File: src/rtl/ifetch_unit.sv
`default_nettype none
// ============================================================================
// Module      : ifetch_unit
// Description : Instruction fetch / prefetch stage. Issues byte fetches to
//               program memory over a single-outstanding req/ack handshake,
//               buffers fetched {byte, address} pairs in a small FIFO and
//               presents the head to the control unit via valid/ready.
//               A pc_load redirects fetch, flushes the FIFO and discards the
//               data of any request still in flight on the old path.
// Revision    : 1.0 - initial release
// ----------------------------------------------------------------------------
// Parameters:
//   ADDR_W   - program address width (PC wraps modulo 2**ADDR_W)
//   DEPTH    - prefetch FIFO entries, power of two, >= 2
//   RESET_PC - first fetch address after reset
// Ports:
//   clk, rst_n          - clock (rising edge), async active-low reset
//   mem_req, mem_addr   - registered fetch request / address
//   mem_ack, mem_rdata  - memory accepts request, byte valid same cycle
//   IR_out, ir_pc       - head byte and its address (hold when empty)
//   ir_valid, ir_ready  - head handshake with the control unit
//   pc_load,
//   pc_load_addr        - fetch redirect
//   stall_cnt           - saturating starvation counter, present only when
//                         IFU_STALL_CNT_EN is defined
// ============================================================================
module ifetch_unit #(
  parameter int                ADDR_W   = 8,
  parameter int                DEPTH    = 4,
  parameter logic [ADDR_W-1:0] RESET_PC = '0
) (
  input  logic              clk,
  input  logic              rst_n,
  output logic              mem_req,
  output logic [ADDR_W-1:0] mem_addr,
  input  logic              mem_ack,
  input  logic [7:0]        mem_rdata,
  output logic [7:0]        IR_out,
  output logic              ir_valid,
  input  logic              ir_ready,
  output logic [ADDR_W-1:0] ir_pc,
  input  logic              pc_load,
  input  logic [ADDR_W-1:0] pc_load_addr
`ifdef IFU_STALL_CNT_EN
  ,
  output logic [15:0]       stall_cnt
`endif
);

  localparam int                PTR_W    = $clog2(DEPTH);
  localparam int                CNT_W    = PTR_W + 1;
  localparam logic [CNT_W-1:0]  DEPTH_C  = CNT_W'(DEPTH);
  localparam logic [CNT_W-1:0]  CNT_ONE  = CNT_W'(1);
  localparam logic [PTR_W-1:0]  PTR_ONE  = PTR_W'(1);
  localparam logic [ADDR_W-1:0] ADDR_ONE = ADDR_W'(1);

  // FIFO storage (no reset needed: contents are only read behind count)
  logic [7:0]        fifo_data [DEPTH];
  logic [ADDR_W-1:0] fifo_addr [DEPTH];

  logic [PTR_W-1:0]  rd_ptr, rd_ptr_nxt;
  logic [PTR_W-1:0]  wr_ptr, wr_ptr_nxt;
  logic [CNT_W-1:0]  count, count_nxt;
  logic [ADDR_W-1:0] fetch_pc, fetch_pc_nxt;
  logic              drop, drop_nxt;
  logic              req_nxt;
  logic [ADDR_W-1:0] addr_nxt;
  logic [7:0]        ir_nxt;
  logic [ADDR_W-1:0] ir_pc_nxt;

  logic acked;
  logic push;
  logic pop;
  logic still_pending;

  assign acked         = mem_req & mem_ack;
  // A redirect discards a same-cycle ack as well as the one marked by drop.
  assign push          = acked & ~drop & ~pc_load;
  assign pop           = ir_valid & ir_ready & ~pc_load;
  assign still_pending = mem_req & ~mem_ack;
  assign ir_valid      = (count != '0);

  // --------------------------------------------------------------------------
  // FIFO bookkeeping, fetch PC and drop flag
  // --------------------------------------------------------------------------
  always_comb begin
    count_nxt    = count;
    rd_ptr_nxt   = rd_ptr;
    wr_ptr_nxt   = wr_ptr;
    fetch_pc_nxt = fetch_pc;
    drop_nxt     = drop;

    if (pc_load) begin
      count_nxt    = '0;
      rd_ptr_nxt   = '0;
      wr_ptr_nxt   = '0;
      fetch_pc_nxt = pc_load_addr;
      // Only a request that survives this cycle can return stale data.
      // Repeated redirects simply re-evaluate this, so one ack is dropped.
      drop_nxt     = still_pending;
    end else begin
      if (acked) begin
        drop_nxt = 1'b0;
        if (!drop) begin
          fetch_pc_nxt = mem_addr + ADDR_ONE;
        end
      end
      if (push) begin
        wr_ptr_nxt = wr_ptr + PTR_ONE;
      end
      if (pop) begin
        rd_ptr_nxt = rd_ptr + PTR_ONE;
      end
      case ({push, pop})
        2'b10:   count_nxt = count + CNT_ONE;
        2'b01:   count_nxt = count - CNT_ONE;
        default: count_nxt = count;
      endcase
    end
  end

  // --------------------------------------------------------------------------
  // Request issue: hold while outstanding; otherwise issue when the FIFO,
  // after this cycle's push/pop/flush, still has a free slot for the reply.
  // --------------------------------------------------------------------------
  always_comb begin
    req_nxt  = 1'b0;
    addr_nxt = mem_addr;
    if (still_pending) begin
      req_nxt  = 1'b1;
      addr_nxt = mem_addr;
    end else if (count_nxt < DEPTH_C) begin
      req_nxt  = 1'b1;
      addr_nxt = fetch_pc_nxt;
    end
  end

  // --------------------------------------------------------------------------
  // Registered head view. When the new head is the entry being written this
  // cycle (FIFO empty after the pop), take it straight from the bus.
  // --------------------------------------------------------------------------
  always_comb begin
    ir_nxt    = IR_out;
    ir_pc_nxt = ir_pc;
    if (count_nxt != '0) begin
      if (push && (count_nxt == CNT_ONE)) begin
        ir_nxt    = mem_rdata;
        ir_pc_nxt = mem_addr;
      end else begin
        ir_nxt    = fifo_data[rd_ptr_nxt];
        ir_pc_nxt = fifo_addr[rd_ptr_nxt];
      end
    end
  end

  always_ff @(posedge clk or negedge rst_n) begin
    if (!rst_n) begin
      mem_req  <= 1'b0;
      mem_addr <= RESET_PC;
      fetch_pc <= RESET_PC;
      drop     <= 1'b0;
      count    <= '0;
      rd_ptr   <= '0;
      wr_ptr   <= '0;
      IR_out   <= 8'h00;
      ir_pc    <= RESET_PC;
    end else begin
      mem_req  <= req_nxt;
      mem_addr <= addr_nxt;
      fetch_pc <= fetch_pc_nxt;
      drop     <= drop_nxt;
      count    <= count_nxt;
      rd_ptr   <= rd_ptr_nxt;
      wr_ptr   <= wr_ptr_nxt;
      IR_out   <= ir_nxt;
      ir_pc    <= ir_pc_nxt;
    end
  end

  always_ff @(posedge clk) begin
    if (push) begin
      fifo_data[wr_ptr] <= mem_rdata;
      fifo_addr[wr_ptr] <= mem_addr;
    end
  end

`ifdef IFU_STALL_CNT_EN
  // Counts cycles the consumer was ready but had nothing to take.
  always_ff @(posedge clk or negedge rst_n) begin
    if (!rst_n) begin
      stall_cnt <= 16'h0000;
    end else if (ir_ready && !ir_valid && (stall_cnt != 16'hFFFF)) begin
      stall_cnt <= stall_cnt + 16'h0001;
    end
  end
`else
`endif

endmodule
`default_nettype wire

File: config.mk
export PLATFORM = sky130hd
export DESIGN_NAME = ifetch_unit
export DESIGN_NICKNAME = d
export VERILOG_FILES = /design/src/rtl/ifetch_unit.sv
export SDC_FILE = /design/constraint.sdc
export NUM_CORES = 1
export LEC_CHECK = 0
export ABC_CLOCK_PERIOD_IN_PS = 4300
export CELL_PAD_IN_SITES_DETAIL_PLACEMENT = 1
export CELL_PAD_IN_SITES_GLOBAL_PLACEMENT = 2
export CORE_MARGIN = 4
export CORE_UTILIZATION = 39
export DETAILED_ROUTE_END_ITERATION = 6
export GPL_ROUTABILITY_DRIVEN = 0
export PLACE_DENSITY = 0.81
export SLEW_MARGIN = 20
export SYNTH_ARGS = -nofsm -noshare
export SYNTH_HDL_FRONTEND = slang
export SYNTH_SLANG_ARGS = --single-unit
File: constraint.sdc
create_clock -name clk -period 4.3 [get_ports clk]
set_clock_uncertainty 0.15 [all_clocks]
set_input_delay 0.43 -clock clk [delete_from_list [all_inputs] [get_ports clk]]
set_output_delay 0.43 -clock clk [all_outputs]
set_load 0.01 [all_outputs]
==> out/summary.txt <==
Req. time, crit path: 4.39 ns
TNS Setup: 0 ns
Top routing layer in use: met4
Post-synthesis compound-gate area fraction: 17.1%
Mux contribution to synthesized area: 4.77%
Routed len/inst: 21.9 um
CTS Sinks: 105
# Max-Cap Violations: 0
# setup viols final: 0
Vias per inst: 5.73
Worst hold path type: reg2reg
DR DRC count: 0
Post-route ant nets: 0
First-pass GRT wire length: 22,600 um
Largest net degree at the start of global routing: 42
Routed wire length: 14,200 um
Number of synthesized flops with an enable pin: 64
Fillers: 1,369
Final hold violation count: 0
Cts repair resizes: 0
Worst-Margin Slew: 1.01 ns
Share of power burned in the clock network: 30.5%
Antenna violations before repair: 0
CP max stage delay: 0.56 ns
Outcome: completed
Crit path from: count[2]$_DFF_PN0_
Post-synthesis sequential area ratio: 56.8%
Crit Path Max Fanout: 11
Met2 wire length: 7330 um
# rows: 41
Cell variety after synth: 53
#FFs+latches synth: 105
Commonest non-fill, non-tap cells in the layout: 64 x edfxtp_1, 44 x clkdlybuf4s50_1, 41 x dfrtp_1
Initial DRC count: 207
Final Cycle Share: 78.6%
CTS tree: built
Syn_nets: 459
Clock transition at path regs: 0.07 ns
Syn Std Cell Area: 5190 um2
Worst endpoint data arrival time: 3.47 ns
# diodes: 0
Max-slew violation count: 0
Vias in the first global route: 4,027
PortBufs: 46
Rel. slew slack: 32.8%
Ys Warns: 0
Most used cell, CP: nor2_1
Comb pwr share: 23.7%
CTS Root Cell: clkbuf_16
Router iterations before antenna repair: 4
XOR/XNOR share of the synthesized area: 3.33%
Chip Height: 123 um
Core area: 12,800 um2
Number of buffers created by CTS: 9
H-Tree Depth: 3
CP top delay family: compound AO/OA/AOI/OAI gates
Syn Inst Count: 431
Die ar.: 15,200 um2
Slowest cell on crit path: a221oi_4
Min-delay src: IR_out[5]$_DFFE_PN0P_
Chip width: 123 um
Max VDD drop: 0.000175 V
Worst setup path class: reg2reg
Startpoint Class: register
Reg-to-Reg Start: count[2]$_DFF_PN0_
P per Cell Area: 473 nW/um2
Bufs and invs on worst path: 0
I/O pin total: 47
Synth Area in Simple Gates: 12.1%
Ys async rst share: 39.0%
Met3 Routed Length: 514 um
Total grt overflow: 0
Fmax: 296 MHz
Most common cell after layout, fill and taps aside: edfxtp_1
Layout cell share with drive strength beyond 1: 10.1%
CTS Buffer Depth: 2
Leakage power: 2.13 nW
Sw Ratio: 28.8%
Crit. End Element: register
# nets final: 496
Largest family of logic cells by synthesized area: compound AO/OA/AOI/OAI gates
Final Util: 47.5%
Clk_lat worst skew: 0.35 ns
Syn_area_per_cell: 12.0 um2
Flop pwr share: 45.8%
Adder-Cell Fraction of Synth Area: 1.83%
Final worst path period need: 3.38 ns
Synth Flop Type: edfxtp_1
P_int: 2.05 mW
Setup Buffers After CTS: 0
Via Count: 3,695
RSZ-0062 raised after global routing: no
Initial cell density of the core: 40.5%
Final HPWL DP: 8770 um
Synth-to-layout area growth: 17.3%
WL met1: 6020 um
Worst path cell trace: o31ai_4 -> nor2_1 -> ha_1 -> fa_1 -> xnor3_1 -> a221oi_4 -> nor2_1 -> a22oi_1 -> nand2_1
Sw Pwr: 0.831 mW
Total track usage: 19.8%
==> state kept, by name, summed over array words and instances (netlist names) <==
name / cells
count: 3
mem_req: 1
drop: 1
fetch_pc: 8
IR_out: 8
mem_addr: 8
wr_ptr: 2
rd_ptr: 2
fifo_data: 32
ir_pc: 8
fifo_addr: 32
==> timing repair <==
action                     in CTS  in global routing
setup endpoints to repair       0                  0
hold endpoints to repair        0                 41
hold buffers                    0                  1
==> layout make-up <==
class / count / area (um2) / share of cell area [%]
Tap cell: 172 / 215 / 3.53
Clock buffer: 13 / 272 / 4.46
Sequential cell: 105 / 2950 / 48.4
Multi-Input combinational cell: 286 / 2030 / 33.3
Timing Repair Buffer: 59 / 553 / 9.08
Inverter: 7 / 26.3 / 0.431
Clock inverter: 3 / 46.3 / 0.760
==> worst register-to-register path, cell delays in order (launching register included) <==
cell,delay (ns)
dfrtp_1,0.51
o31ai_4,0.30
nor2_1,0.07
ha_1,0.28
fa_1,0.42
xnor3_1,0.45
a221oi_4,0.57
nor2_1,0.21
a22oi_1,0.24
nand2_1,0.07
==> logic make-up (layout without fill, tap and decap cells) <==
family | count (synthesis) | count (layout)
compound gates | 123 | 123
flops | 105 | 105
simple gates | 119 | 119
fa+ha+maj | 7 | 7
xor+xnor | 13 | 13
buf+inv | 40 | 82
mux | 24 | 24
==> power by group through the flow <==
| stage | Clock [mW] | Combinational [mW] | Sequential, mW |
|---|---|---|---|
| 6_report | 0.878 | 0.683 | 1.32 |
| 5_1_grt | 0.936 | 0.741 | 1.34 |
| 4_1_cts | 0.892 | 0.690 | 1.32 |
| 3_5_place_dp | 0 | 0.684 | 1.34 |
| 3_3_place_gp | 0 | 0.663 | 1.34 |
| 2_1_floorplan | 0 | 0.345 | 1.34 |
==> cell usage after synthesis, types with 4 or more instances <==
master	n	area share, %
nor3b_1	23	3.3
o21ai_0	22	2.1
a21boi_0	8	1.2
a22oi_1	4	0.58
buf_6	5	1.1
o211ai_1	4	0.58
o21bai_1	4	0.58
a211o_1	4	0.67
o221ai_1	7	1.2
o22ai_1	5	0.60
buf_2	13	1.3
a21oi_1	26	2.5
a311oi_1	11	1.9
dfrtp_1	41	20
edfxtp_1	64	37
nand3_1	24	2.3
nand2_1	24	1.7
xnor2_1	7	1.2
and2_1	5	0.60
nor2_1	29	2.1
ha_1	6	1.4
mux2i_1	18	3.5
clkbuf_1	10	0.72
mux2_2	6	1.3
o21ai_1	6	0.58
o22a_1	12	2.0
inv_1	6	0.43
==> worst paths after layout <==
check                           slack (ns)  cells after the start                       to
worst max-delay path                  0.92                      9     ir_pc[7]$_DFFE_PN0P_
worst min-delay path                  0.37                      1    IR_out[5]$_DFFE_PN0P_
worst max register to register        0.92                      9     ir_pc[7]$_DFFE_PN0P_
worst min register to register        0.37                      1    IR_out[5]$_DFFE_PN0P_
max in group asynchronous             3.12                      2     ir_pc[6]$_DFFE_PN0P_
min in group asynchronous             0.47                      2  mem_addr[3]$_DFFE_PN0P_
==> per-stage QoR <==
| stage | instances | worst slack, ns | hold WS, ns | power, mW | cell area (um2) |
|---|---|---|---|---|---|
| finish | 645 | 0.919 | 0.375 | 2.88 | 6090 |
| global route | 645 | 0.716 | 0.404 | 3.02 | 6090 |
| CTS | 644 | 0.922 | 0.133 | 2.91 | 6080 |
| detailed placement | 628 | 0.617 | 0.361 | 2.03 | 5760 |
| global placement | 628 | 0.733 | 0.359 | 2.00 | 5760 |
| floorplan | 431 | 0.962 | -0.0156 | 1.68 | 5190 |
==> layer usage <==
| metal | up-vias | global-route usage, % |
|---|---|---|
| met1 | 1898 | 24.1 |
| li1 | 1692 | - |
| met5 | - | 0 |
| met3 | 22 | 3.29 |
| met2 | 83 | 35.4 |
| met4 | 0 | 7.06 |
No activity file was read; power rests on OpenSTA's default activity.
